$ cat src/rtl/inc_stream_decoder_pkg.sv
// rtl/inc_stream_decoder_pkg.sv - shared constants and types for inc_stream_decoder
package inc_stream_decoder_pkg;

    localparam int DEF_WIDTH  = 8;
    localparam int DEF_OFFSET = 1;

    typedef enum logic [1:0] {
        EMPTY = 2'd0,
        ONE   = 2'd1,
        FULL  = 2'd2
    } buf_state_e;

    localparam int                    WRAP_CNT_W   = 8;
    localparam logic [WRAP_CNT_W-1:0] WRAP_CNT_MAX = 8'd255;

endpackage

$ cat src/rtl/inc_stream_decoder_skid_buf2.sv
// rtl/inc_stream_decoder_skid_buf2.sv - generic 2-entry in-order valid/ready buffer
//
// Ports:
//   clk_i, rst_ni                 clock, asynchronous active-low reset
//   in_valid_i/in_ready_o/in_data_i    upstream handshake
//   out_valid_o/out_ready_i/out_data_o downstream handshake, head entry
module skid_buf2
    import inc_stream_decoder_pkg::*;
#(
    parameter int WIDTH = DEF_WIDTH
) (
    input  logic             clk_i,
    input  logic             rst_ni,
    input  logic             in_valid_i,
    output logic             in_ready_o,
    input  logic [WIDTH-1:0] in_data_i,
    output logic             out_valid_o,
    input  logic             out_ready_i,
    output logic [WIDTH-1:0] out_data_o
);

    buf_state_e       state_q, state_d;
    logic [WIDTH-1:0] head_q, head_d;
    logic [WIDTH-1:0] tail_q, tail_d;
    logic             push, pop;

    // Ready comes only from registered state, so out_ready never reaches in_ready.
    assign in_ready_o  = (state_q != FULL);
    assign out_valid_o = (state_q != EMPTY);
    assign out_data_o  = head_q;

    assign push = in_valid_i && in_ready_o;
    assign pop  = out_valid_o && out_ready_i;

    always_comb begin
        state_d = state_q;
        head_d  = head_q;
        tail_d  = tail_q;
        case (state_q)
            EMPTY: begin
                if (push) begin
                    head_d  = in_data_i;
                    state_d = ONE;
                end
            end
            ONE: begin
                if (push && !pop) begin
                    tail_d  = in_data_i;
                    state_d = FULL;
                end else if (!push && pop) begin
                    state_d = EMPTY;
                end else if (push && pop) begin
                    // Head leaves while the new beat arrives: it becomes the head directly.
                    head_d = in_data_i;
                end
            end
            FULL: begin
                if (pop) begin
                    head_d  = tail_q;
                    state_d = ONE;
                end
            end
            default: state_d = EMPTY;
        endcase
    end

    always_ff @(posedge clk_i or negedge rst_ni) begin
        if (!rst_ni) begin
            state_q <= EMPTY;
            head_q  <= '0;
            tail_q  <= '0;
        end else begin
            state_q <= state_d;
            head_q  <= head_d;
            tail_q  <= tail_d;
        end
    end

endmodule

$ cat src/rtl/inc_stream_decoder.sv
// rtl/inc_stream_decoder.sv - subtracts OFFSET from each beat, buffers 2 deep, counts wrapped decodes
//
// Ports:
//   CLK, ASYNCRESETN              clock, asynchronous active-low reset
//   in_valid/in_ready/in_data     encoded beats from upstream
//   out_valid/out_ready/out_data  decoded beats to downstream
//   wrap_count                    saturating count of accepted beats with in_data < OFFSET
module inc_stream_decoder
    import inc_stream_decoder_pkg::*;
#(
    parameter int WIDTH  = DEF_WIDTH,
    parameter int OFFSET = DEF_OFFSET
) (
    input  logic                  CLK,
    input  logic                  ASYNCRESETN,
    input  logic                  in_valid,
    output logic                  in_ready,
    input  logic [WIDTH-1:0]      in_data,
    output logic                  out_valid,
    input  logic                  out_ready,
    output logic [WIDTH-1:0]      out_data,
    output logic [WRAP_CNT_W-1:0] wrap_count
);

    localparam logic [WIDTH-1:0] OFF = WIDTH'(OFFSET);

    logic [WIDTH-1:0]      dec;
    logic                  push;
    logic                  wrapped;
    logic [WRAP_CNT_W-1:0] wrap_cnt_q, wrap_cnt_d;

    // WIDTH-bit subtraction; the borrow falls off the top.
    assign dec     = in_data - OFF;
    assign push    = in_valid && in_ready;
    assign wrapped = push && (in_data < OFF);

    always_comb begin
        wrap_cnt_d = wrap_cnt_q;
        if (wrapped && (wrap_cnt_q != WRAP_CNT_MAX)) begin
            wrap_cnt_d = wrap_cnt_q + 8'd1;
        end
    end

    always_ff @(posedge CLK or negedge ASYNCRESETN) begin
        if (!ASYNCRESETN) begin
            wrap_cnt_q <= '0;
        end else begin
            wrap_cnt_q <= wrap_cnt_d;
        end
    end

    assign wrap_count = wrap_cnt_q;

    skid_buf2 #(
        .WIDTH(WIDTH)
    ) u_buf (
        .clk_i      (CLK),
        .rst_ni     (ASYNCRESETN),
        .in_valid_i (in_valid),
        .in_ready_o (in_ready),
        .in_data_i  (dec),
        .out_valid_o(out_valid),
        .out_ready_i(out_ready),
        .out_data_o (out_data)
    );

endmodule

$ cat config.mk
export PLATFORM = sky130hd
export DESIGN_NAME = inc_stream_decoder
export DESIGN_NICKNAME = d
export VERILOG_FILES = /design/src/rtl/inc_stream_decoder_pkg.sv /design/src/rtl/inc_stream_decoder_skid_buf2.sv /design/src/rtl/inc_stream_decoder.sv
export SDC_FILE = /design/constraint.sdc
export NUM_CORES = 1
export LEC_CHECK = 0
export ABC_AREA = 1
export BUFFER_PORTS_ARGS = -buffer_cell sky130_fd_sc_hd__buf_2
export CORE_ASPECT_RATIO = 1.1
export CORE_UTILIZATION = 45
export DETAILED_ROUTE_END_ITERATION = 10
export PLACE_DENSITY = 0.69
export SETUP_SLACK_MARGIN = 0.05
export SYNTH_ARGS = -nofsm -noshare
export SYNTH_HDL_FRONTEND = slang
export SYNTH_SLANG_ARGS = --single-unit
$ cat constraint.sdc
create_clock -name CLK -period 1.4 [get_ports CLK]
set_input_delay 0.14 -clock CLK [delete_from_list [all_inputs] [get_ports CLK]]
set_output_delay 0.14 -clock CLK [all_outputs]
set_load 0.1 [all_outputs]
==> run_results.csv, run 1 <==
group,metric,value,unit
floorplanning,core-area,3410,um2
cells_and_area,fillers,293,
critical_path,r2r-start,"u_buf.state_q[0]",
global_routing,grt_pass1_wl,6530,um
synth,synth-seq-cells,26,
synth,yosysSeqAreaShare,0.397,
routing,drtAntennaViolNets,0,
hold_path,whs_endpoint,"u_buf.out_data_o[0]",
timing,fin_ws,-0.207,ns
floorplanning,die_y,65.3,um
critical_path,arrival,1.47,ns
clocking,clkSlewWorstSetupHoldPaths,0.15,ns
timing,setup_violations,27,
routing,avgRoutedWirePerCell,12.4,um
routing,routed_via_density,4.74,
clocking,cts_buffers,3,
global_routing,grt_overflow,0,
placement,dpl_cell_area,1990,um2
floorplanning,die_x,59.5,um
cells_and_area,fin_nets,292,
floorplanning,initial_core_util,0.480,
placement,finalWeightedCongestion,0.858,
floorplanning,die_area,3890,um2
timing,rsz0062_at_grt,"yes",
outcome,violations,"negative setup slack",
hold_path,min_from,"in_data[0]",
clocking,htreeDepth,1,
clocking,cts_tree,"built",
floorplanning,placement_rows,22,
routing,initialDrtViolationCount,84,
global_routing,grt_usage,0.224,
critical_path,critPathKind,"flip-flop to output pin",
synth,ys_warn_count,0,
routing,dr_total_vias,1522,
cells_and_area,synthToLayoutAreaGrowth,43.1,%
power_and_ir_drop,p_per_area,2320,nW/um2
timing,tightest_slew,0.603,ns
power_and_ir_drop,max-vdd-ir-drop,0.00124,V
cells_and_area,drive_gt1_frac,0.407,
placement,hpwl,2620,um
job,cap_viol_max_count,0,
synth,synth_cell_types,25,
critical_path,path_max_fanout,3,
power_and_ir_drop,p_total,5.45,mW
timing,fin_crit_sh,1.15,
critical_path,worstPathRequired,1.26,ns
critical_path,r2r_cells,10,
synth,syn_nets,233,
synth,syn-instance-count,215,
timing,fin_worst_skew,0.00157,ns
floorplanning,io-pin-count,30,
cells_and_area,regArea,668,um2
power_and_ir_drop,p_leak,1.20,nW
timing,fmax,622,MHz
timing,slew_violations,0,
global_routing,grt_pass1_vias,1444,
cells_and_area,finalInstanceArea,2340,um2
global_routing,grt_max_degree,27,
cells_and_area,multi_input_area,987,um2
cells_and_area,diodes,0,
clocking,insertion_delay,0.32,ns
timing,slew_headroom,0.598,
global_routing,antenna_found_initial,0,
critical_path,cp-end-kind,"output pin",
critical_path,startpoint_type,"flip-flop",
critical_path,rr_endpoint,"u_buf.out_data_o[3]",
timing,period_needed,1.61,ns
clocking,cts_sinks,26,
clocking,clk_path_buf_depth,2,
routing,dr.pass1.iters,4,
synth,syn_avg_cell_area,7.62,um2
placement,io_buffers,29,
routing,totalWireLength,4000,um
outcome,status,"finished with violations",
synth,synth_area,1640,um2
timing,hold_violations,0,
clocking,ctsRootBufferMaster,"clkbuf_4",
hold_path,holdPathStages,4,
timing,worst_hold_slack,0.109,ns
routing,drc,0,
hold_path,hold_path_class,"input port to flip-flop",
critical_path,ff2ff_setup_slack,-0.16,ns
[synth_stat cells]
cell type  count  area, um2
or2_2          1       6.26
o21ai_1        3       15.0
nor2_1        10       37.5
buf_6          2       22.5
nand3_4        3       52.6
xnor2_1        3       26.3
and2_1         1       6.26
nor2_8         2       40.0
inv_1         24       90.1
inv_2          2       7.51
dfrtp_1       26        651
o21ai_0       13       65.1
buf_2          1       5.00
o21ai_2        1       8.76
nand3b_1       1       7.51
nand2_2        6       37.5
nand4_1        2       12.5
inv_4          1       6.26
ha_1           6       75.1
nand2_1       84        315
nor2_2         2       12.5
xor2_1         4       35.0
nand2_4        2       22.5
nor2_4         1       11.3
nand3_1       14       70.1
[kinds of logic (layout without fill, tap and decap cells)]
kind of cell,after synthesis,in the layout,synth area share
simple gates,129,131,0.386
buf+inv,30,86,0.0802
flops,26,26,0.397
compound gates,17,17,0.0542
xor+xnor,7,7,0.0374
fa+ha+maj,6,6,0.0458
[metal layers]
metal | global-route usage | up-vias | wire (um) | share of wire
met5 | 0 | - | 0 | 0
met4 | 0.0756 | 0 | 63 | 0.016
met3 | 0.0276 | 6 | 80 | 0.020
met2 | 0.397 | 26 | 2080 | 0.52
met1 | 0.274 | 702 | 1770 | 0.44
li1 | - | 788 | - | -
[power breakdown]
part / leakage, nW / switching, mW / internal (mW) / total, mW
registers: 0.311 / 0.142 / 1.03 / 1.17
logic: 0.861 / 2.48 / 1.27 / 3.75
clock network: 0.0279 / 0.238 / 0.289 / 0.527
[sequential cells by signal, indices dropped and copies added, names as in the netlist]
| register | count |
|---|---|
| u_buf.out_data_o | 8 |
| u_buf.tail_q | 8 |
| wrap_count | 8 |
| u_buf.state_q | 2 |
[worst max-delay path, stage by stage, from the launching register on]
cell	delay (ns)
dfrtp_1	0.42
inv_2	0.11
buf_6	0.11
ha_4	0.15
clkinvlp_4	0.08
buf_6	0.12
buf_12	0.15
[layout make-up]
cell class | count | area share
Timing Repair inverter | 1 | 0.00267
Inverter | 27 | 0.0523
Timing Repair Buffer | 54 | 0.191
Sequential cell | 26 | 0.285
Clock buffer | 3 | 0.00961
Multi-Input combinational cell | 161 | 0.421
Tap cell | 48 | 0.0256
Clock inverter | 1 | 0.0128
[how the worst max path moves through the flow]
stage | from | endpoint | slack, ns | cells past startpoint
after floorplan | u_buf.state_q[1] | u_buf.state_q[0] | -0.17 | 9
after global placement | u_buf.state_q[1] | u_buf.out_data_o[7] | -0.12 | 11
after detailed placement | u_buf.state_q[0] | u_buf.out_data_o[7] | -0.15 | 11
final | u_buf.state_q[0] | out_valid | -0.21 | 6
after CTS | u_buf.state_q[0] | out_valid | -0.19 | 6
after global routing | u_buf.state_q[0] | out_valid | -0.30 | 6
[cell usage in the layout, fill, tap and decap left out, types with 2 or more instances in the layout]
cell,count
buf_12,3
buf_2,20
buf_4,18
buf_6,8
clkbuf_4,5
dfrtp_1,18
dfrtp_2,5
dfrtp_4,3
dlygate4sd3_1,2
ha_1,2
ha_4,4
inv_1,18
inv_2,3
inv_4,4
inv_6,2
nand2_1,75
nand2_2,12
nand2_4,5
nand3_1,12
nand3_2,3
nand3_4,4
nand4_1,2
nor2_1,8
nor2_2,4
nor2_8,2
o21ai_0,6
o21ai_1,10
xnor2_1,3
xor2_1,4
[metrics by stage]
step | worst slack, ns | instances | TNS, ns | utilization
6_report | -0.207 | 321 | -2.69 | 0.687
5_1_grt | -0.299 | 321 | -5.48 | 0.687
4_1_cts | -0.187 | 319 | -2.14 | 0.666
3_5_place_dp | -0.146 | 299 | -1.64 | 0.582
3_3_place_gp | -0.118 | 299 | -1.06 | 0.582
2_1_floorplan | -0.166 | 215 | -1.07 | -
[timing repair]
item	CTS	global route
buffers inserted	11	2
gates resized for setup	39	16
cloned	3	0
pin swaps	3	3
hold endpoints to repair	27	0
endpoints found under the setup margin	31	31
hold buffers	2	0
Note: power is estimated with default switching activity, not from simulation.
==> run 2, diff against run 1 <==
--- a/config.mk
+++ b/config.mk
@@ -7,10 +7,12 @@
 export LEC_CHECK = 0
 export ABC_AREA = 1
 export BUFFER_PORTS_ARGS = -buffer_cell sky130_fd_sc_hd__buf_2
+export CELL_PAD_IN_SITES_DETAIL_PLACEMENT = 1
+export CELL_PAD_IN_SITES_GLOBAL_PLACEMENT = 2
 export CORE_ASPECT_RATIO = 1.1
-export CORE_UTILIZATION = 45
+export CORE_UTILIZATION = 28
 export DETAILED_ROUTE_END_ITERATION = 10
-export PLACE_DENSITY = 0.69
+export PLACE_DENSITY_LB_ADDON = 0.1
 export SETUP_SLACK_MARGIN = 0.05
 export SYNTH_ARGS = -nofsm -noshare
 export SYNTH_HDL_FRONTEND = slang
==> run 2 against run 1 <==
Against the previous run:
- the flow still finishes with violations (negative setup slack)
- cell area increased by 3.6%
- cell count grew 9.7%
- register-to-register slack improved by 0.04 ns
- sequential share of layout area decreased by 0.98 points
- die area up 59%
- count of clock-buffer cells in the layout unchanged
- critical path depth is the same
- critical path type unchanged
- largest cell class unchanged
- combinational power up 4%
- non-clock buffer count up 4
==> run_results.csv, run 2 (synthesis gave the netlist of run 1 again) <==
group,metric,value,unit
timing,fmax,644,MHz
timing,fin_crit_sh,1.11,
clocking,cts_buffers,3,
critical_path,arrival,1.41,ns
placement,dpl_cell_area,2110,um2
global_routing,use_met1,0.215,
routing,drtAntennaViolNets,0,
power_and_ir_drop,p_per_area,2350,nW/um2
global_routing,grt_pass1_wl,7830,um
global_routing,grtUsageMet2,0.306,
critical_path,critPathKind,"flip-flop to output pin",
clocking,cts_sinks,26,
routing,dr_total_vias,1551,
global_routing,grt_overflow,0,
cells_and_area,fin_nets,296,
cells_and_area,finalInstanceArea,2430,um2
routing,routed_via_density,4.41,
floorplanning,die_x,75.0,um
global_routing,antenna_found_initial,0,
cells_and_area,drive_gt1_frac,0.437,
placement,hpwl,3380,um
routing,initialDrtViolationCount,24,
global_routing,grt-busiest-layer,"met2",
floorplanning,io-pin-count,30,
timing,fin_ws,-0.153,ns
cells_and_area,diodes,0,
outcome,violations,"negative setup slack",
global_routing,grt_usage,0.170,
timing,slew_violations,0,
timing,slew_headroom,0.675,
power_and_ir_drop,max-vdd-ir-drop,0.00116,V
global_routing,gr-usage-met3,0.0158,
power_and_ir_drop,p_leak,1.23,nW
critical_path,worstPathCellList,"inv_2 -> buf_12 -> ha_4 -> buf_6 -> clkinvlp_4 -> buf_12",
floorplanning,core-area,5500,um2
critical_path,crit_slowest_cell,"dfrtp_1",
global_routing,grt_max_degree,16,
clocking,clkSlewWorstSetupHoldPaths,0.09,ns
timing,rsz0062_at_grt,"yes",
critical_path,worstPathRequired,1.26,ns
routing,avgRoutedWirePerCell,13.3,um
floorplanning,die_area,6160,um2
global_routing,grt_pass1_vias,1657,
floorplanning,die_y,82.2,um
floorplanning,placement_rows,28,
critical_path,path_max_fanout,3,
cells_and_area,layout_commonest_cell,"nand2_1",
cells_and_area,regArea,668,um2
clocking,clk_path_buf_depth,2,
routing,dr.pass1.iters,4,
timing,fin_worst_skew,0.0117,ns
timing,period_needed,1.55,ns
hold_path,hold_path_class,"input port to flip-flop",
critical_path,crit_family,"buffers and inverters",
critical_path,cpMostUsedCell,"buf_12",
placement,finalWeightedCongestion,0.727,
clocking,htreeDepth,1,
routing,drc,0,
critical_path,critPathMaxStageDelay,0.40,ns
timing,setup_violations,20,
cells_and_area,final_cell_mix,"nand2_1 (72), buf_4 (25), buf_2 (23)",
timing,hold_violations,0,
critical_path,cp-end-kind,"output pin",
cells_and_area,fin_util,0.442,
clocking,cts_tree,"built",
job,cap_viol_max_count,0,
floorplanning,initial_core_util,0.298,
critical_path,crit_buf_inv,5,
routing,totalWireLength,4660,um
timing,tightest_slew,0.491,ns
cells_and_area,synthToLayoutAreaGrowth,48.2,%
critical_path,startpoint_type,"flip-flop",
clocking,ctsRootBufferMaster,"clkbuf_8",
clocking,insertion_delay,0.28,ns
placement,io_buffers,29,
outcome,status,"finished with violations",
cells_and_area,multi_input_area,1010,um2
cells_and_area,fillers,691,
[run 2: routing by layer]
layer	vias up	wire length, um
met5	-	0
li1	791	-
met2	13	2350
met4	0	34
met1	745	2210
met3	2	71
[run 2: final cells by class]
class,instances,share of cell area
clock buffers,3,0.0170
flip-flops and latches,26,0.275
clock inverters,1,0.0124
repair buffers,58,0.187
repair inverters,1,0.00258
well taps,75,0.0386
multi-input cells,161,0.416
inverters,27,0.0515
[run 2: path summary, 6_finish.rpt]
| kind | from | endpoint | slack [ns] | cells after the start |
|---|---|---|---|---|
| worst max-delay path | u_buf.state_q[0] | out_valid | -0.15 | 6 |
| worst min-delay path | in_data[0] | u_buf.tail_q[0] | 0.09 | 2 |
| worst max register to register | u_buf.state_q[0] | u_buf.out_data_o[3] | -0.12 | 10 |
| worst min register to register | u_buf.out_data_o[3] | u_buf.out_data_o[3] | 0.49 | 2 |
| max in group asynchronous | ASYNCRESETN | u_buf.state_q[0] | 0.64 | 3 |
| min in group asynchronous | ASYNCRESETN | u_buf.out_data_o[2] | 0.28 | 2 |
[run 2: through the flow]
step	hold WS (ns)	worst slack (ns)	TNS (ns)	instances	power (mW)
finish	0.0938	-0.153	-1.45	352	5.70
global route	0.103	-0.228	-3.66	352	6.08
CTS	0.0925	-0.139	-1.51	353	5.68
detailed placement	0.0629	-0.173	-2.28	335	4.53
global placement	0.0544	-0.136	-1.41	335	4.47
floorplan	-0.156	-0.166	-1.07	215	3.55
[run 2: repair_timing]
action                     4_1_cts  5_1_grt
setup buffers                   10        0
gates resized for setup         30       18
gates cloned                     3        0
hold endpoints to repair        12        0
pin swaps                       10       12
setup endpoints to repair       31       28
hold buffers                     1        0
[run 2: report_power, final]
group	leakage [nW]	switching (mW)	total [mW]	internal (mW)
registers	0.311	0.131	1.16	1.03
clock network	0.0357	0.257	0.639	0.383
logic	0.884	2.56	3.90	1.33
total	1.23	2.95	5.70	2.75
==> run 3, diff against run 2 <==
--- a/config.mk
+++ b/config.mk
@@ -10,7 +10,8 @@
 export CELL_PAD_IN_SITES_DETAIL_PLACEMENT = 1
 export CELL_PAD_IN_SITES_GLOBAL_PLACEMENT = 2
 export CORE_ASPECT_RATIO = 1.1
-export CORE_UTILIZATION = 28
+export CORE_UTILIZATION = 31
+export CTS_CLUSTER_DIAMETER = 120
 export DETAILED_ROUTE_END_ITERATION = 10
 export PLACE_DENSITY_LB_ADDON = 0.1
 export SETUP_SLACK_MARGIN = 0.05
==> constraint.sdc (replaced) <==
create_clock -name CLK -period 1.5 [get_ports CLK]
set_input_delay 0.15 -clock CLK [delete_from_list [all_inputs] [get_ports CLK]]
set_output_delay 0.15 -clock CLK [all_outputs]
set_load 0.1 [all_outputs]
==> run 3 against run 2 <==
Against the previous run:
- total power shrank 9.5%
- hold slack about the same
- highest routed layer unchanged
- count of clock-buffer cells in the layout did not move
- sequential power fell by 5%
- critical path type is now flip-flop to flip-flop
- sequential cell count unchanged
- first-iteration DRC count is 79% higher
- the run ends with design-rule violations, negative setup slack left
- routed wire length fell by 9.2%
- sequential share of layout area up 1.5 points
- utilization grew 1.6 points
- clock power is 7.7% lower
==> run_results.csv, run 3 (synthesis gave the netlist of run 1 again) <==
group,metric,value,unit
outcome,violations,"design-rule violations, negative setup slack",
clocking,clkSlewWorstSetupHoldPaths,0.10,ns
global_routing,grt_overflow,0,
global_routing,grt_usage,0.168,
power_and_ir_drop,max-vdd-ir-drop,0.000938,V
routing,dr_total_vias,1490,
power_and_ir_drop,p_total,5.16,mW
cells_and_area,synthToLayoutAreaGrowth,40.5,%
timing,setup_violations,2,
floorplanning,io-pin-count,30,
timing,fmax,662,MHz
routing,drc,2,
outcome,status,"finished with violations",
placement,pre_cts_slack,-0.139,ns
timing,slew_violations,0,
critical_path,cp-end-kind,"flip-flop",
critical_path,worstPathRequired,1.72,ns
floorplanning,core-area,5030,um2
global_routing,grt_max_degree,17,
timing,rsz0062_at_grt,"yes",
critical_path,path_max_fanout,7,
cells_and_area,fin_nets,285,
routing,totalWireLength,4240,um
timing,period_needed,1.51,ns
routing,avgRoutedWirePerCell,13.1,um
clocking,insertion_delay,0.27,ns
clocking,htreeDepth,1,
cells_and_area,fillers,615,
critical_path,critPathKind,"flip-flop to flip-flop",
timing,slew_headroom,0.674,
critical_path,startpoint_type,"flip-flop",
timing,fin_crit_sh,1.01,
global_routing,grt_pass1_wl,7310,um
timing,fin_ws,-0.0105,ns
cells_and_area,drive_gt1_frac,0.402,
floorplanning,initial_core_util,0.326,
clocking,cts_tree,"built",
power_and_ir_drop,p_leak,1.18,nW
timing,setup_tns,-0.0113,ns
placement,hpwl,3270,um
cells_and_area,diodes,0,
clocking,cts_sinks,26,
global_routing,grt_pass1_vias,1538,
cells_and_area,layout_commonest_cell,"nand2_1",
routing,dr.pass1.iters,7,
timing,hold_violations,0,
timing,tightest_slew,0.493,ns
routing,drtAntennaViolNets,0,
job,cap_viol_max_count,0,
floorplanning,placement_rows,27,
placement,io_buffers,29,
clocking,cts_buffers,3,
clocking,ctsRootBufferMaster,"clkbuf_8",
floorplanning,die_area,5580,um2
routing,initialDrtViolationCount,43,
cells_and_area,final_cell_mix,"nand2_1 (78), buf_2 (27), inv_1 (18), dfrtp_1 (18), buf_4 (13)",
floorplanning,die_y,78.3,um
global_routing,antenna_found_initial,0,
timing,fin_worst_skew,0.00457,ns
critical_path,arrival,1.73,ns
clocking,clk_path_buf_depth,2,
hold_path,hold_path_class,"input port to flip-flop",
floorplanning,die_x,71.3,um
routing,routed_via_density,4.60,
placement,finalWeightedCongestion,0.742,
power_and_ir_drop,p_per_area,2240,nW/um2
## run 3: power by group
| part | switching [mW] | internal, mW |
|---|---|---|
| combinational | 2.32 | 1.15 |
| sequential | 0.138 | 0.960 |
| clock | 0.232 | 0.357 |
| total | 2.69 | 2.47 |
## run 3: routing by layer
layer	part of all wire	track usage
met5	0	0
met2	0.49	0.277
met1	0.48	0.229
met4	0.012	0.0480
met3	0.023	0.0218
## run 3: metrics by stage
stage,instances,cell area (um2),utilization,hold WS (ns)
2_1_floorplan,215,1700,-,-0.146
3_3_place_gp,311,2040,0.405,0.0872
6_report,324,2300,0.457,0.0941
4_1_cts,318,2210,0.439,0.114
3_5_place_dp,311,2040,0.405,0.0853
5_1_grt,324,2300,0.457,0.106
## run 3: worst paths after layout
path / startpoint / endpoint / slack [ns] / cells past startpoint
worst max-delay path: u_buf.state_q[1] / u_buf.out_data_o[5] / -0.01 / 9
worst min-delay path: in_data[0] / u_buf.tail_q[0] / 0.09 / 2
worst max register to register: u_buf.state_q[1] / u_buf.out_data_o[5] / -0.01 / 9
worst min register to register: u_buf.out_data_o[4] / u_buf.out_data_o[4] / 0.49 / 2
max in group asynchronous: ASYNCRESETN / u_buf.state_q[1] / 0.69 / 3
min in group asynchronous: ASYNCRESETN / u_buf.tail_q[4] / 0.31 / 2
## run 3: final cells by class
| type | count | area [um2] | area share |
|---|---|---|---|
| multi-input combinational | 161 | 1010 | 0.438 |
| sequential | 26 | 668 | 0.290 |
| timing repair buffer | 48 | 365 | 0.159 |
| inverter | 27 | 118 | 0.0511 |
| tap | 58 | 72.6 | 0.0315 |
| clock buffer | 3 | 41.3 | 0.0179 |
| clock inverter | 1 | 30.0 | 0.0130 |
## run 3: worst max-delay path, stage by stage (launching register included)
cell and delay, ns:
dfrtp_1 0.44, inv_2 0.11, ha_4 0.28, nand2_2 0.04, nand2_2 0.07, nand2_4 0.06, buf_12 0.12, nor2_8 0.16
nand3_2 0.09, nand2_1 0.07
## run 3: timing repair
action | CTS | global route
gates resized for setup | 19 | 17
pin swaps | 11 | 12
buffers inserted | 1 | 5
hold buffers | 1 | 0
gates cloned | 1 | 1
setup endpoints to repair | 25 | 25
endpoints found under the hold margin | 15 | 0
